`src/rtl/engine_rr_arbiter.sv`:
```
`default_nettype none
// ============================================================================
//  Module      : engine_rr_arbiter
//  Description : Round-robin arbiter/sequencer sharing one multi-cycle engine
//                between NUM_REQ requesters. Grants one requester, pulses
//                eng_start, waits for eng_done, and forcibly reclaims the
//                engine through a watchdog if done never arrives.
//  Revision    : 1.0 - initial release
// ============================================================================
module engine_rr_arbiter #(
    parameter int NUM_REQ = 4,
    parameter int TIMEOUT = 15,
    parameter int IDX_W   = $clog2(NUM_REQ)
) (
    input  logic               clk,
    input  logic               rst,
    input  logic [NUM_REQ-1:0] req,
    output logic [NUM_REQ-1:0] gnt,
    output logic [IDX_W-1:0]   gnt_idx,
    output logic               gnt_valid,
    output logic               eng_start,
    input  logic               eng_done,
    output logic               timeout,
    output logic [7:0]         timeout_cnt,
    output logic [1:0]         state
);

    typedef enum logic [1:0] {
        ST_IDLE    = 2'd0,
        ST_GRANT   = 2'd1,
        ST_RUN     = 2'd2,
        ST_RELEASE = 2'd3
    } state_t;

    localparam logic [IDX_W:0]     c_num_req   = (IDX_W+1)'(NUM_REQ);
    localparam logic [IDX_W-1:0]   c_last_idx  = IDX_W'(NUM_REQ - 1);
    localparam logic [7:0]         c_cnt_limit = 8'(TIMEOUT - 1);
    localparam logic [7:0]         c_cnt_sat   = 8'hFF;
    localparam logic [NUM_REQ-1:0] c_one_hot0  = NUM_REQ'(1);

    // Registered state and outputs
    state_t             r_state;
    logic [NUM_REQ-1:0] r_gnt;
    logic [IDX_W-1:0]   r_gnt_idx;
    logic               r_gnt_valid;
    logic               r_eng_start;
    logic               r_timeout;
    logic [7:0]         r_timeout_cnt;
    logic [IDX_W-1:0]   r_ptr;
    logic [7:0]         r_cnt;

    // Next-state values
    state_t             w_state_nxt;
    logic [NUM_REQ-1:0] w_gnt_nxt;
    logic [IDX_W-1:0]   w_gnt_idx_nxt;
    logic               w_gnt_valid_nxt;
    logic               w_eng_start_nxt;
    logic               w_timeout_nxt;
    logic [7:0]         w_timeout_cnt_nxt;
    logic [IDX_W-1:0]   w_ptr_nxt;
    logic [7:0]         w_cnt_nxt;

    // Arbitration datapath
    logic [2*NUM_REQ-1:0] w_req_dbl;
    logic [NUM_REQ-1:0]   w_req_rot;
    logic [IDX_W-1:0]     w_offset;
    logic [IDX_W:0]       w_sum;
    logic [IDX_W-1:0]     w_winner;

    // Rotate requests so that bit 0 corresponds to the priority pointer.
    assign w_req_dbl = {req, req};
    assign w_req_rot = NUM_REQ'(w_req_dbl >> r_ptr);

    // Lowest set bit of the rotated vector, then map back to an absolute index.
    always_comb begin
        w_offset = '0;
        for (int i = NUM_REQ - 1; i >= 0; i--) begin
            if (w_req_rot[i]) begin
                w_offset = IDX_W'(i);
            end
        end
        w_sum = {1'b0, r_ptr} + {1'b0, w_offset};
        if (w_sum >= c_num_req) begin
            w_winner = IDX_W'(w_sum - c_num_req);
        end else begin
            w_winner = w_sum[IDX_W-1:0];
        end
    end

    // Next-state and next-output logic for the sequencer.
    always_comb begin
        w_state_nxt       = r_state;
        w_gnt_nxt         = r_gnt;
        w_gnt_idx_nxt     = r_gnt_idx;
        w_gnt_valid_nxt   = r_gnt_valid;
        w_eng_start_nxt   = 1'b0;
        w_timeout_nxt     = 1'b0;
        w_timeout_cnt_nxt = r_timeout_cnt;
        w_ptr_nxt         = r_ptr;
        w_cnt_nxt         = r_cnt;

        case (r_state)
            ST_IDLE: begin
                if (|req) begin
                    w_state_nxt     = ST_GRANT;
                    w_gnt_nxt       = c_one_hot0 << w_winner;
                    w_gnt_idx_nxt   = w_winner;
                    w_gnt_valid_nxt = 1'b1;
                    w_eng_start_nxt = 1'b1;
                end
            end

            // Done is not possible here: engine latency is at least one cycle.
            ST_GRANT: begin
                w_cnt_nxt   = '0;
                w_state_nxt = ST_RUN;
            end

            // Done wins over the watchdog when both land on the same cycle.
            ST_RUN: begin
                if (eng_done) begin
                    w_state_nxt     = ST_RELEASE;
                    w_gnt_nxt       = '0;
                    w_gnt_valid_nxt = 1'b0;
                end else if (r_cnt == c_cnt_limit) begin
                    w_state_nxt     = ST_RELEASE;
                    w_gnt_nxt       = '0;
                    w_gnt_valid_nxt = 1'b0;
                    w_timeout_nxt   = 1'b1;
                    if (r_timeout_cnt != c_cnt_sat) begin
                        w_timeout_cnt_nxt = r_timeout_cnt + 8'd1;
                    end
                end else begin
                    w_cnt_nxt = r_cnt + 8'd1;
                end
            end

            // The requester after the last winner gets top priority next.
            ST_RELEASE: begin
                if (r_gnt_idx == c_last_idx) begin
                    w_ptr_nxt = '0;
                end else begin
                    w_ptr_nxt = r_gnt_idx + IDX_W'(1);
                end
                w_state_nxt = ST_IDLE;
            end

            default: begin
                w_state_nxt = ST_IDLE;
            end
        endcase
    end

    // State and output registers; reset abandons any grant in progress.
    always_ff @(posedge clk) begin
        if (rst) begin
            r_state       <= ST_IDLE;
            r_gnt         <= '0;
            r_gnt_idx     <= '0;
            r_gnt_valid   <= 1'b0;
            r_eng_start   <= 1'b0;
            r_timeout     <= 1'b0;
            r_timeout_cnt <= '0;
            r_ptr         <= '0;
            r_cnt         <= '0;
        end else begin
            r_state       <= w_state_nxt;
            r_gnt         <= w_gnt_nxt;
            r_gnt_idx     <= w_gnt_idx_nxt;
            r_gnt_valid   <= w_gnt_valid_nxt;
            r_eng_start   <= w_eng_start_nxt;
            r_timeout     <= w_timeout_nxt;
            r_timeout_cnt <= w_timeout_cnt_nxt;
            r_ptr         <= w_ptr_nxt;
            r_cnt         <= w_cnt_nxt;
        end
    end

    assign gnt         = r_gnt;
    assign gnt_idx     = r_gnt_idx;
    assign gnt_valid   = r_gnt_valid;
    assign eng_start   = r_eng_start;
    assign timeout     = r_timeout;
    assign timeout_cnt = r_timeout_cnt;
    assign state       = r_state;

endmodule
`default_nettype wire

```
`config.mk`:
```
export PLATFORM = sky130hd
export DESIGN_NAME = engine_rr_arbiter
export DESIGN_NICKNAME = d
export VERILOG_FILES = /design/src/rtl/engine_rr_arbiter.sv
export SDC_FILE = /design/constraint.sdc
export NUM_CORES = 1
export LEC_CHECK = 0
export BUFFER_PORTS_ARGS = -buffer_cell sky130_fd_sc_hd__buf_2
export CAP_MARGIN = 5
export CORE_MARGIN = 2
export CORE_UTILIZATION = 25
export DETAILED_ROUTE_END_ITERATION = 8
export PLACE_DENSITY_LB_ADDON = 0.2
export SLEW_MARGIN = 10
export SYNTH_ARGS = -nofsm -noshare
export SYNTH_HDL_FRONTEND = slang
export SYNTH_SLANG_ARGS = --single-unit
```
`constraint.sdc`:
```
create_clock -name clk -period 2.09 [get_ports clk]
set_clock_uncertainty 0.05 [all_clocks]
set_input_delay 0.418 -clock clk [delete_from_list [all_inputs] [get_ports clk]]
set_output_delay 0.418 -clock clk [all_outputs]
set_load 0.1 [all_outputs]
```
# Yosys cells after proc, flatten, opt, wreduce, memory -nomap -nowiden
# Index checks and enable logic that the tools add are counted.
[word_totals] inputBits=7 word_cells=64 register_bits=29 out_inout_bits=19
[classes] bitwise_logic=3 eq_ne=10 reduce_logical=11 magnitude_cmp=1 shifts=2 add_sub_neg=5 mux=23
[ops] cell="$mux 2" n=9
[ops] cell="$add 8x1->8 const B" n=2
[ops] cell="$mux 8" n=2
[ops] cell="$pmux 8 s2" n=1
[ops] cell="$mux 4" n=3
[ops] cell="$eq 8x4->1 const B" n=1
[ops] cell="$ne 8x8->1 const B" n=1
[ops] cell="$pmux 2 s4" n=1
[ops] cell="$pmux 4 s2" n=1
[ops] cell="$shr 8x2->4" n=1
[ops] cell="$eq 2x2->1 const B" n=3
[ops] cell="$ne 2x2->1 const B" n=3
[ops] cell="$reduce_and 3->1" n=2
[ops] cell="$mux 1" n=5
[ops] cell="$reduce_and 2->1" n=2
[ops] cell="$reduce_and 4->1" n=1
[ops] cell="$reduce_bool 2->1" n=2
[ops] cell="$reduce_or 4->1" n=1
[ops] cell="$shl 1x2->4 const A" n=1
[ops] cell="$add 2x2->3" n=1
[ops] cell="$ge 3x3->1 const B" n=1
[ops] cell="$ne 3x3->1 const B" n=1
[ops] cell="$not 1->1" n=3
[ops] cell="$reduce_or 3->1" n=1
[ops] cell="6 further kinds" n=6

# Depth between registers and ports, before layout
# Gate-level depths: netlist of the first run.
[logic_depth] depth_word=11 depth_mapped=8 depth_no_buf=8

# Worst setup path after synthesis of the first run
# Ideal clock, no wire load.
[synth_path] kind="flip-flop to flip-flop" startpoint="reg r_state[0], in the netlist state[0]" endpoint="reg r_gnt[3], in the netlist gnt[3]" stages_incl_launch_ff=8 setup_slack_ns=-0.375 t_required_ns=1.939 path_buffers=1 synth_period_minus_slack_ns=2.465 arrival_time_ns=2.314 setup_ns=0.101 cell_sequence="dfxtp_1 > inv_1 > ha_1 > nand2b_1 > a21oi_2 > a21o_1 > buf_4 > o41ai_1"
[synth_via] elab_chain_cells=3 elab_cells_between_ends=7 classes_between="3 x eq/ne; 1 x mux; 3 x reduce/logical"
[synth_lines] item="start, declared" line_no="42" rtl="state_t r_state;"
[synth_lines] item="start signal, assigned" line_no="167" rtl="r_state <= w_state_nxt;"
[synth_lines] item="$eq 2x2->1 / $logic_not 2->1 (equally long branches)" line_no="102" rtl="case (r_state)"
[synth_lines] item="$ne 3x3->1 (no line), or another cell as far along"
[synth_lines] item="$reduce_and 3->1 (no line)"
[synth_lines] item="end signal, assigned" line_no="168" rtl="r_gnt <= w_gnt_nxt;"
[synth_lines] item="end, declared" line_no="43" rtl="logic [NUM_REQ-1:0] r_gnt;"
# Several ways; a longest one is shown, not always the timed one.
# A chain may end at the register's enable or synchronous reset.

# Worst setup path in the final report of the first run
[layout_path] startpoint="reg r_ptr[0]" endpoint="reg r_gnt[2], in the netlist gnt[2]"
[layout_via] elab_chain_cells=11 elab_cells_between_ends=12 classes_between="2 x add/sub; 1 x order compare; 2 x shift; 7 x mux"
[layout_lines] item="start, declared" line_no="49" rtl="logic [IDX_W-1:0] r_ptr;"
[layout_lines] item="start signal, assigned" line_no="174" rtl="r_ptr <= w_ptr_nxt;"
[layout_lines] item="$shr 8x2->4" line_no="72" rtl="assign w_req_rot = NUM_REQ'(w_req_dbl >> r_ptr);"
[layout_lines] item="$mux 2 (4 in a row)" line_no="78" rtl="if (w_req_rot[i]) begin"
[layout_lines] item="$add 2x2->3 *" line_no="82" rtl="w_sum = {1'b0, r_ptr} + {1'b0, w_offset};"
[layout_lines] item="$ge 3x3->1 / $sub 2x1->2 (equally long branches)" line_no="83, 84"
[layout_lines] item="$mux 2 *" line_no="83" rtl="if (w_sum >= c_num_req) begin"
[layout_lines] item="$shl 1x2->4 *" line_no="106" rtl="w_gnt_nxt = c_one_hot0 << w_winner;"
[layout_lines] item="$mux 4 *" line_no="104" rtl="if (|req) begin"
[layout_lines] item="$pmux 4 s2 *" line_no="102"
# Mark *: on every way between the ends. The rest lies on a longest branch, timed or not. The select of a mux whose other input is x is not followed.

==> results of run 1 <==
==> flip-flops by register name (all words and copies together) (netlist names) <==
| signal | flops |
|---|---|
| state | 2 |
| eng_start | 1 |
| timeout_cnt | 8 |
| r_ptr | 2 |
| r_cnt | 8 |
| gnt_idx | 2 |
| gnt | 4 |
| timeout | 1 |
| gnt_valid | 1 |
==> metrics by stage <==
stage	power, W	worst slack (ns)	std cells	util [%]	area (um^2)
floorplan	0.00160	0.00144	172	-	1530
global placement	0.00184	-0.0122	280	30.7	1820
detailed placement	0.00184	-0.0848	280	30.7	1820
CTS	0.00236	0.125	288	32.4	1920
global route	0.00248	0.0318	288	32.5	1930
finish	0.00233	0.125	288	32.5	1930
==> final timing paths <==
check,start,endpoint,slack [ns]
worst max register to register,r_ptr[0],gnt[2],0.13
worst min register to register,gnt[2],gnt[2],0.42
worst min-delay path,gnt[2],gnt[2],0.42
worst max-delay path,r_ptr[0],gnt[2],0.13
==> power breakdown <==
part	total (W)	switching [W]	internal, W	leakage, nW
Sequential	0.000698	0.0000608	0.000637	0.237
Combinational	0.00112	0.000822	0.000298	0.553
Clock	0.000510	0.000213	0.000297	0.0542
==> layer usage <==
| layer | vias up | wire length, um |
|---|---|---|
| met5 | - | 0 |
| met4 | 0 | 51 |
| met3 | 4 | 135 |
| met2 | 21 | 1530 |
| met1 | 610 | 1590 |
| li1 | 684 | - |
==> kinds of logic after synthesis <==
family / Yosys count / share of synthesized area (%)
simple gates: 80 / 27.7
flops: 29 / 38.1
compound gates: 22 / 10.8
xor+xnor: 15 / 8.63
buf+inv: 12 / 3.78
fa+ha+maj: 10 / 8.22
mux: 4 / 2.71
==> timing repair <==
| item | 4_1_cts | 5_1_grt |
|---|---|---|
| hold buffers | 0 | 0 |
| gates resized for setup | 0 | 1 |
| setup endpoints to repair | 0 | 1 |
| endpoints found under the hold margin | 0 | 0 |
==> final cells by class <==
cell class / count / area (um^2) / share of cell area (%)
Multi-Input combinational cell: 131 / 892 / 46.3
Tap cell: 75 / 93.8 / 4.87
Clock buffer: 7 / 96.3 / 5.00
Sequential cell: 29 / 586 / 30.4
Clock inverter: 1 / 5.00 / 0.260
Timing Repair Buffer: 39 / 230 / 12.0
Inverter: 6 / 22.5 / 1.17
==> cell usage in the layout (no fill, tap or decap), types with 5 or more instances in the layout <==
cell      synthesis  final
a21oi_1           5      5
buf_2             1     25
buf_4             3     14
clkbuf_8          0      7
dfxtp_1          29     25
ha_1             10     10
inv_1             6      6
nand2_1          10     10
nand2b_1          6      6
nand3_1           6      6
nand4_1           6      6
nor2_1           34     34
xnor2_1           9      9
xor2_1            6      6
==> worst reg2reg max path, stage by stage (launching register included) <==
cell      delay (ns)
dfxtp_1         0.34
or4_1           0.53
o211ai_1        0.10
ha_1            0.18
xnor2_1         0.07
xnor2_1         0.41
o31ai_1         0.15
==> out/metrics.yaml, run 1 <==
grt_pass1_wl_um: 5610
die_area_um2: 6730
whs_ns: 0.423
rr_worst_depth: 6
clockBufferDepth: 2
firstDrtPassIters: 4
cp_max_fo: 5
gr-total-overflow: 0
core_um2: 5920
cts_tree: "yes"
powerDensity_nw_per_um2: 1210
ant_nets: 0
drcViolationCount: 0
ctsRootBufferMaster: "clkbuf_8"
num_vias: 1319
met1_usage_pct: 14.0
io_pins: 26
synth_area_leader_cell: "dfxtp_1"
end_kind: "flip-flop"
ys_top_cells_by_count: "nor2_1 (34), dfxtp_1 (29), ha_1 (10), nand2_1 (10), xnor2_1 (9)"
netlist_area_um2: 1520
yosysSeqAreaShare_pct: 38.1
drive_gt1_share_pct: 27.7
finalSetupTns_ns: 0
first_iter_violations: 36
period_needed_ns: 1.96
crit_path_max_incr_delay_ns: 0.53
timing.slew.headroom_pct: 68.2
slowest_stage: "or4_1"
fp.dieW_um: 82.0
wire_per_inst_um: 11.5
cts.sinks: 29
hold-path-cell-count: 2
setup_viol: 0
rows: 28
busiest_layer: "met2"
peakVddDrop_mv: 0.679
hp-class: "reg -> reg"
synth_cell_types: 41
period_share_pct: 94.0
crit_type: "reg -> reg"
syn-num-nets: 189
drv_cap: 0
cp.arrival_ns: 2.06
post_cts_buffers: 0
dieHeight_um: 82.0
leakagePower_nw: 0.845
rsz0062_at_grt: "no"
crit_family: "simple AND/OR/NAND/NOR gates"
synth_seq_cells: 29
start_util_pct: 25.7
antenna_found_initial: 0
avgSynthCellArea_um2: 8.85
synth_cells: 172
via_per_inst: 4.58
worstPathRequired_ns: 2.18
finalHoldViolCount: 0
worstMarginPinSlew_ns: 0.473
n_fill_cell: 641
clk_pin_slew_worst_paths_ns: 0.06
hpwl_um: 2490
area_delta_synth_final_pct: 26.5
met3_usage_pct: 2.97
status: "finished clean"
fmax_mhz: 509
synth_area_leaders: "dfxtp_1 (38%), nor2_1 (8.4%), ha_1 (8.2%), xnor2_1 (5.2%), xor2_1 (3.5%)"
drv_slew: 0
grt_pass1_vias: 1229
clk_latency_ns: 0.27
synth-main-ff-cell: "dfxtp_1"
synthArstFlopShare_pct: 0
yosysMostFrequentCell: "nor2_1"
synth-edff-count: 0
h-tree-depth: 2
yosys_warnings: 0
port_buffers: 25
worstSetupPathDepth: 6
grt_use_total_pct: 11.0
place.gp.congestion: 0.700
numCtsBuffers: 5
totalWireLength_um: 3310
crit_buf_inv: 0
synth_top_area_share_pct: 38.1
diodes: 0
grt_max_degree: 24
crit_path_cell_trace: "or4_1, o211ai_1, ha_1, xnor2_1, xnor2_1, o31ai_1"
gr-usage-met2_pct: 17.1
fin_nets: 229
cp_common_cell: "xnor2_1"
cp-start-kind: "flip-flop"
Note: power is estimated with default switching activity, not from simulation.
==> run 2, diff against run 1 <==
==> constraint.sdc (replaced) <==
create_clock -name clk -period 2.09 [get_ports clk]
set_clock_uncertainty 0.05 [all_clocks]
set_input_delay 0.209 -clock clk [delete_from_list [all_inputs] [get_ports clk]]
set_output_delay 0.209 -clock clk [all_outputs]
set_load 0.1 [all_outputs]
==> out/metrics.yaml, run 2 (synthesis results as in run 1) <==
status: "finished clean"
timing.slew.headroom_pct: 67.2  # -1.0 points
end_kind: "flip-flop"
grt_pass1_vias: 1226  # -0.24%
antenna_found_initial: 0  # unchanged
drive_gt1_share_pct: 24.9  # -2.8 points
firstDrtPassIters: 4  # unchanged
worstMarginPinSlew_ns: 0.495  # +0.0222 ns
setup_viol: 0  # unchanged
whs_ns: 0.249  # -0.174 ns
share_comb_of_total_power_pct: 46.8  # -1.3 points
fmax_mhz: 511  # +0.32%
grt_max_degree: 24  # unchanged
stdcell_count: 280  # -2.8%
rsz0062_at_grt: "no"
finalSetupTns_ns: 0  # unchanged
area_delta_synth_final_pct: 22.1
h-tree-depth: 2  # unchanged
core_um2: 5920  # unchanged
drv_cap: 0  # unchanged
numCtsBuffers: 5  # unchanged
num_vias: 1284  # -2.7%
wire_per_inst_um: 11.3  # -1.7%
worstPathRequired_ns: 2.24  # +0.06 ns
drv_slew: 0  # unchanged
dpl.cell_count: 272  # -2.9%
clk_pin_slew_worst_paths_ns: 0.06  # about the same
peakVddDrop_mv: 0.754  # +11%
clockBufferDepth: 2  # unchanged
first_iter_violations: 30  # -17%
hpwl_um: 2350  # -5.4%
gr-total-overflow: 0  # unchanged
cp.arrival_ns: 2.11  # +0.05 ns
via_per_inst: 4.59  # +0.13%
drcViolationCount: 0  # unchanged
powerDensity_nw_per_um2: 1220  # +1.2%
crit_type: "reg -> reg"
place_area_um2: 1760  # -3.3%
intPower_w: 0.00119  # -3.3%
seq_power_share_pct: 30.7  # +0.7 points
cp-start-kind: "flip-flop"
ctsRootBufferMaster: "clkbuf_8"
layout_common_cells: "nor2_1 (34), buf_2 (25), dfxtp_1 (24)"
totalWireLength_um: 3160  # -4.4%
clk_latency_ns: 0.28  # about the same
fin_nets: 221  # -3.5%
port_buffers: 25  # unchanged
fp.dieW_um: 82.0  # unchanged
cp_max_fo: 7  # +2
period_share_pct: 93.7  # -0.30 points
reg2reg_setup_slack_ns: 0.13  # about the same
n_fill_cell: 635  # -0.94%
ant_nets: 0  # unchanged
die_area_um2: 6730  # unchanged
leakagePower_nw: 0.800  # -5.3%
grt_pass1_wl_um: 5540  # -1.2%
rows: 28  # unchanged
dpl_worst_slack_ns: 0.117  # +0.202 ns
final_common_cell: "nor2_1"
finalHoldViolCount: 0  # unchanged
cts.sinks: 29  # unchanged
start_util_pct: 25.7  # unchanged
p_switching_w: 0.00108  # -1.1%
io_pins: 26  # unchanged
cts_tree: "yes"
pwr-share-clk_pct: 22.5  # +0.6 points
swShare_pct: 47.7  # +0.56 points
period_needed_ns: 1.96  # -0.00627 ns
diodes: 0  # unchanged
setup_slack_ns: 0.131  # +0.00627 ns
grt_use_total_pct: 10.9  # -0.048 points
final_area_um2: 1860  # -3.4%
hp-class: "in -> reg"
dieHeight_um: 82.0  # unchanged
place.gp.congestion: 0.672  # -4.0%
[run 2: cell types whose count changed in the layout (fill, tap and decap cells not counted), sizes merged]
| cell | before | now |
|---|---|---|
| buf | 39 | 31 |
[run 2: layer usage]
metal	global-route usage [%]	wire length, um
met1	13.3	1540
met2	17.3	1440
met3	3.41	132
met4	5.50	44
met5	0	0
[run 2: metrics by stage]
stage / power, W / util, %
floorplan: 0.00160 / -
global placement: 0.00179 / 29.7
CTS: 0.00231 / 31.4
finish: 0.00228 / 31.4
detailed placement: 0.00179 / 29.7
global route: 0.00243 / 31.4
[run 2: path summary, 6_finish.rpt]
kind / startpoint / to / cells past startpoint
setup / recovery: r_ptr[0] / gnt[2] / 5
hold / removal: eng_done / timeout / 3
setup reg to reg: r_ptr[0] / gnt[2] / 5
hold reg to reg: gnt[3] / gnt[3] / 2
[run 2: power groups by stage]
stage | registers [W] | logic [W] | clock network [W]
CTS | 0.000701 | 0.00108 | 0.000538
global placement | 0.000713 | 0.00108 | 0
floorplan | 0.00120 | 0.000392 | 0
detailed placement | 0.000714 | 0.00107 | 0
finish | 0.000699 | 0.00107 | 0.000511
global route | 0.000713 | 0.00115 | 0.000566
[run 2: critical path: stages (launching register included)]
cell	delay (ns)
dfxtp_2	0.35
or4_1	0.52
o211ai_1	0.10
ha_1	0.28
or3_1	0.40
o31ai_1	0.18
[run 2: area by class of cell]
cell class	count	area [um^2]	area share, %
Multi-Input combinational cell	131	885	47.6
Inverter	6	22.5	1.21
Tap cell	75	93.8	5.05
Timing Repair Buffer	31	170	9.15
Clock buffer	7	96.3	5.18
Sequential cell	29	587	31.6
Clock inverter	1	5.00	0.269
[run 2: what timing repair did]
item / CTS / global route
hold buffers: 0 / 0
buffers inserted: 0 / 0
endpoints found under the setup margin: 0 / 5
gates resized for setup: 0 / 1
==> run 3, diff against run 2 <==
- PLACE_DENSITY_LB_ADDON: 0.2 -> not set
==> out/metrics.yaml, run 3 (synthesis results as in run 1) <==
ctsRootBufferMaster: "clkbuf_8"
wire_per_inst_um: 11.2  # -0.42%
dpl_worst_slack_ns: 0.101  # -0.0161 ns
grt_pass1_vias: 1197  # -2.4%
ant_nets: 0  # unchanged
crit_buf_inv: 1  # +1
clk_latency_ns: 0.27  # about the same
totalWireLength_um: 3160  # about the same
crit_path_max_incr_delay_ns: 0.35  # -0.17 ns
dpl.cell_count: 273  # +0.37%
area_delta_synth_final_pct: 22.8
timing.slew.headroom_pct: 67.0  # -0.23 points
rows: 28  # unchanged
crit_path_cell_trace: "buf_4, a311oi_1, o211ai_1, ha_1, xnor2_1, xnor2_2, o41ai_1"
antenna_found_initial: 0  # unchanged
num_vias: 1284  # unchanged
dieHeight_um: 82.0  # unchanged
hp-class: "in -> reg"
h-tree-depth: 2  # unchanged
start_util_pct: 25.7  # unchanged
cp_max_fo: 7  # unchanged
crit_type: "reg -> reg"
grt_use_total_pct: 9.99  # -0.96 points
numCtsBuffers: 5  # unchanged
grt_max_degree: 24  # unchanged
slowest_stage: "dfxtp_2"
fp.dieW_um: 82.0  # unchanged
cts_tree: "yes"
fmax_mhz: 494  # -3.2%
final_common_cell: "nor2_1"
worstMarginPinSlew_ns: 0.499  # +0.00344 ns
die_area_um2: 6730  # unchanged
setup_viol: 0  # unchanged
period_share_pct: 96.9  # +3.1 points
period_needed_ns: 2.02  # +0.0656 ns
hpwl_um: 2330  # -0.92%
ctsHoldBuffers: 0  # unchanged
cp.arrival_ns: 2.15  # +0.04 ns
cts.sinks: 29  # unchanged
layout_common_cells: "nor2_1 (34), buf_2 (25), dfxtp_1 (24)"
hp-start: "eng_done"
peakVddDrop_mv: 0.717  # -4.9%
drv_cap: 0  # unchanged
gr-total-overflow: 0  # unchanged
status: "finished clean"
n_fill_cell: 637  # +0.31%
worst_r2r_startpoint: "r_ptr[0]"
fin_nets: 223  # +0.90%
io_pins: 26  # unchanged
clk_pin_slew_worst_paths_ns: 0.06  # about the same
first_iter_violations: 20  # -33%
total_power_w: 0.00225  # -1.1%
crit_path_start: "r_ptr[0]"
place.gp.congestion: 0.807  # +20%
cp-start-kind: "flip-flop"
crit_family: "compound AO/OA/AOI/OAI gates"
stdcell_count: 281  # +0.36%
via_per_inst: 4.57  # -0.36%
grt_pass1_wl_um: 5230  # -5.6%
drive_gt1_share_pct: 25.7  # +0.85 points
diodes: 0  # unchanged
firstDrtPassIters: 4  # unchanged
multiInputGateArea_um2: 896  # +1.3%
end_kind: "flip-flop"
seqCellArea_um2: 587  # unchanged
worstPathRequired_ns: 2.21  # -0.03 ns
drv_slew: 0  # unchanged
drcViolationCount: 0  # unchanged
clockBufferDepth: 2  # unchanged
setup_slack_ns: 0.0657  # -0.0656 ns
finalHoldViolCount: 0  # unchanged
core_um2: 5920  # unchanged
port_buffers: 25  # unchanged
leakagePower_nw: 0.807  # +0.81%
powerDensity_nw_per_um2: 1200  # -1.7%
==> run 3: worst min-delay path, stage by stage <==
cell and delay [ns]:
buf_2 0.10, nand4b_4 0.18, nor2_1 0.05
==> run 3: path summary, 6_finish.rpt <==
check / to / cells past startpoint / slack, ns
worst max-delay path: gnt[3] / 7 / 0.07
worst min register to register: gnt[2] / 2 / 0.42
worst min-delay path: timeout / 3 / 0.26
worst max register to register: gnt[3] / 7 / 0.07
==> run 3: area by class of cell <==
type | count | area share, %
clock buffer | 7 | 4.62
sequential | 29 | 31.4
multi-input combinational | 131 | 47.9
timing repair buffer | 33 | 9.90
inverter | 6 | 1.20
tap | 75 | 5.02
==> run 3: metrics by stage <==
| step | utilization, % | TNS [ns] | hold slack [ns] | instance area (um^2) |
|---|---|---|---|---|
| 6_report | 31.6 | 0 | 0.258 | 1870 |
| 5_1_grt | 31.6 | -0.192 | 0.281 | 1870 |
| 4_1_cts | 31.3 | 0 | 0.251 | 1850 |
| 3_5_place_dp | 29.8 | 0 | 0.420 | 1760 |
| 3_3_place_gp | 29.8 | 0 | 0.409 | 1760 |
| 2_1_floorplan | - | 0 | 0.261 | 1530 |
==> run 3: routing by layer <==
metal / vias up / global-route usage [%] / share of wire [%]
met5: - / 0 / 0
met4: 0 / 3.33 / 0.44
met3: 2 / 3.30 / 3.4
met2: 21 / 15.6 / 47
met1: 591 / 12.9 / 49
li1: 670 / - / -
==> run 3: report_power, final <==
group | internal [W] | switching, W | leakage, nW
sequential | 0.000638 | 0.0000593 | 0.238
clock | 0.000260 | 0.000194 | 0.0443
combinational | 0.000279 | 0.000820 | 0.525
total | 0.00118 | 0.00107 | 0.807
==> run 3: what timing repair did <==
action,in CTS,in global routing
buffers inserted,0,1
setup endpoints to repair,0,5
resized for setup,0,3
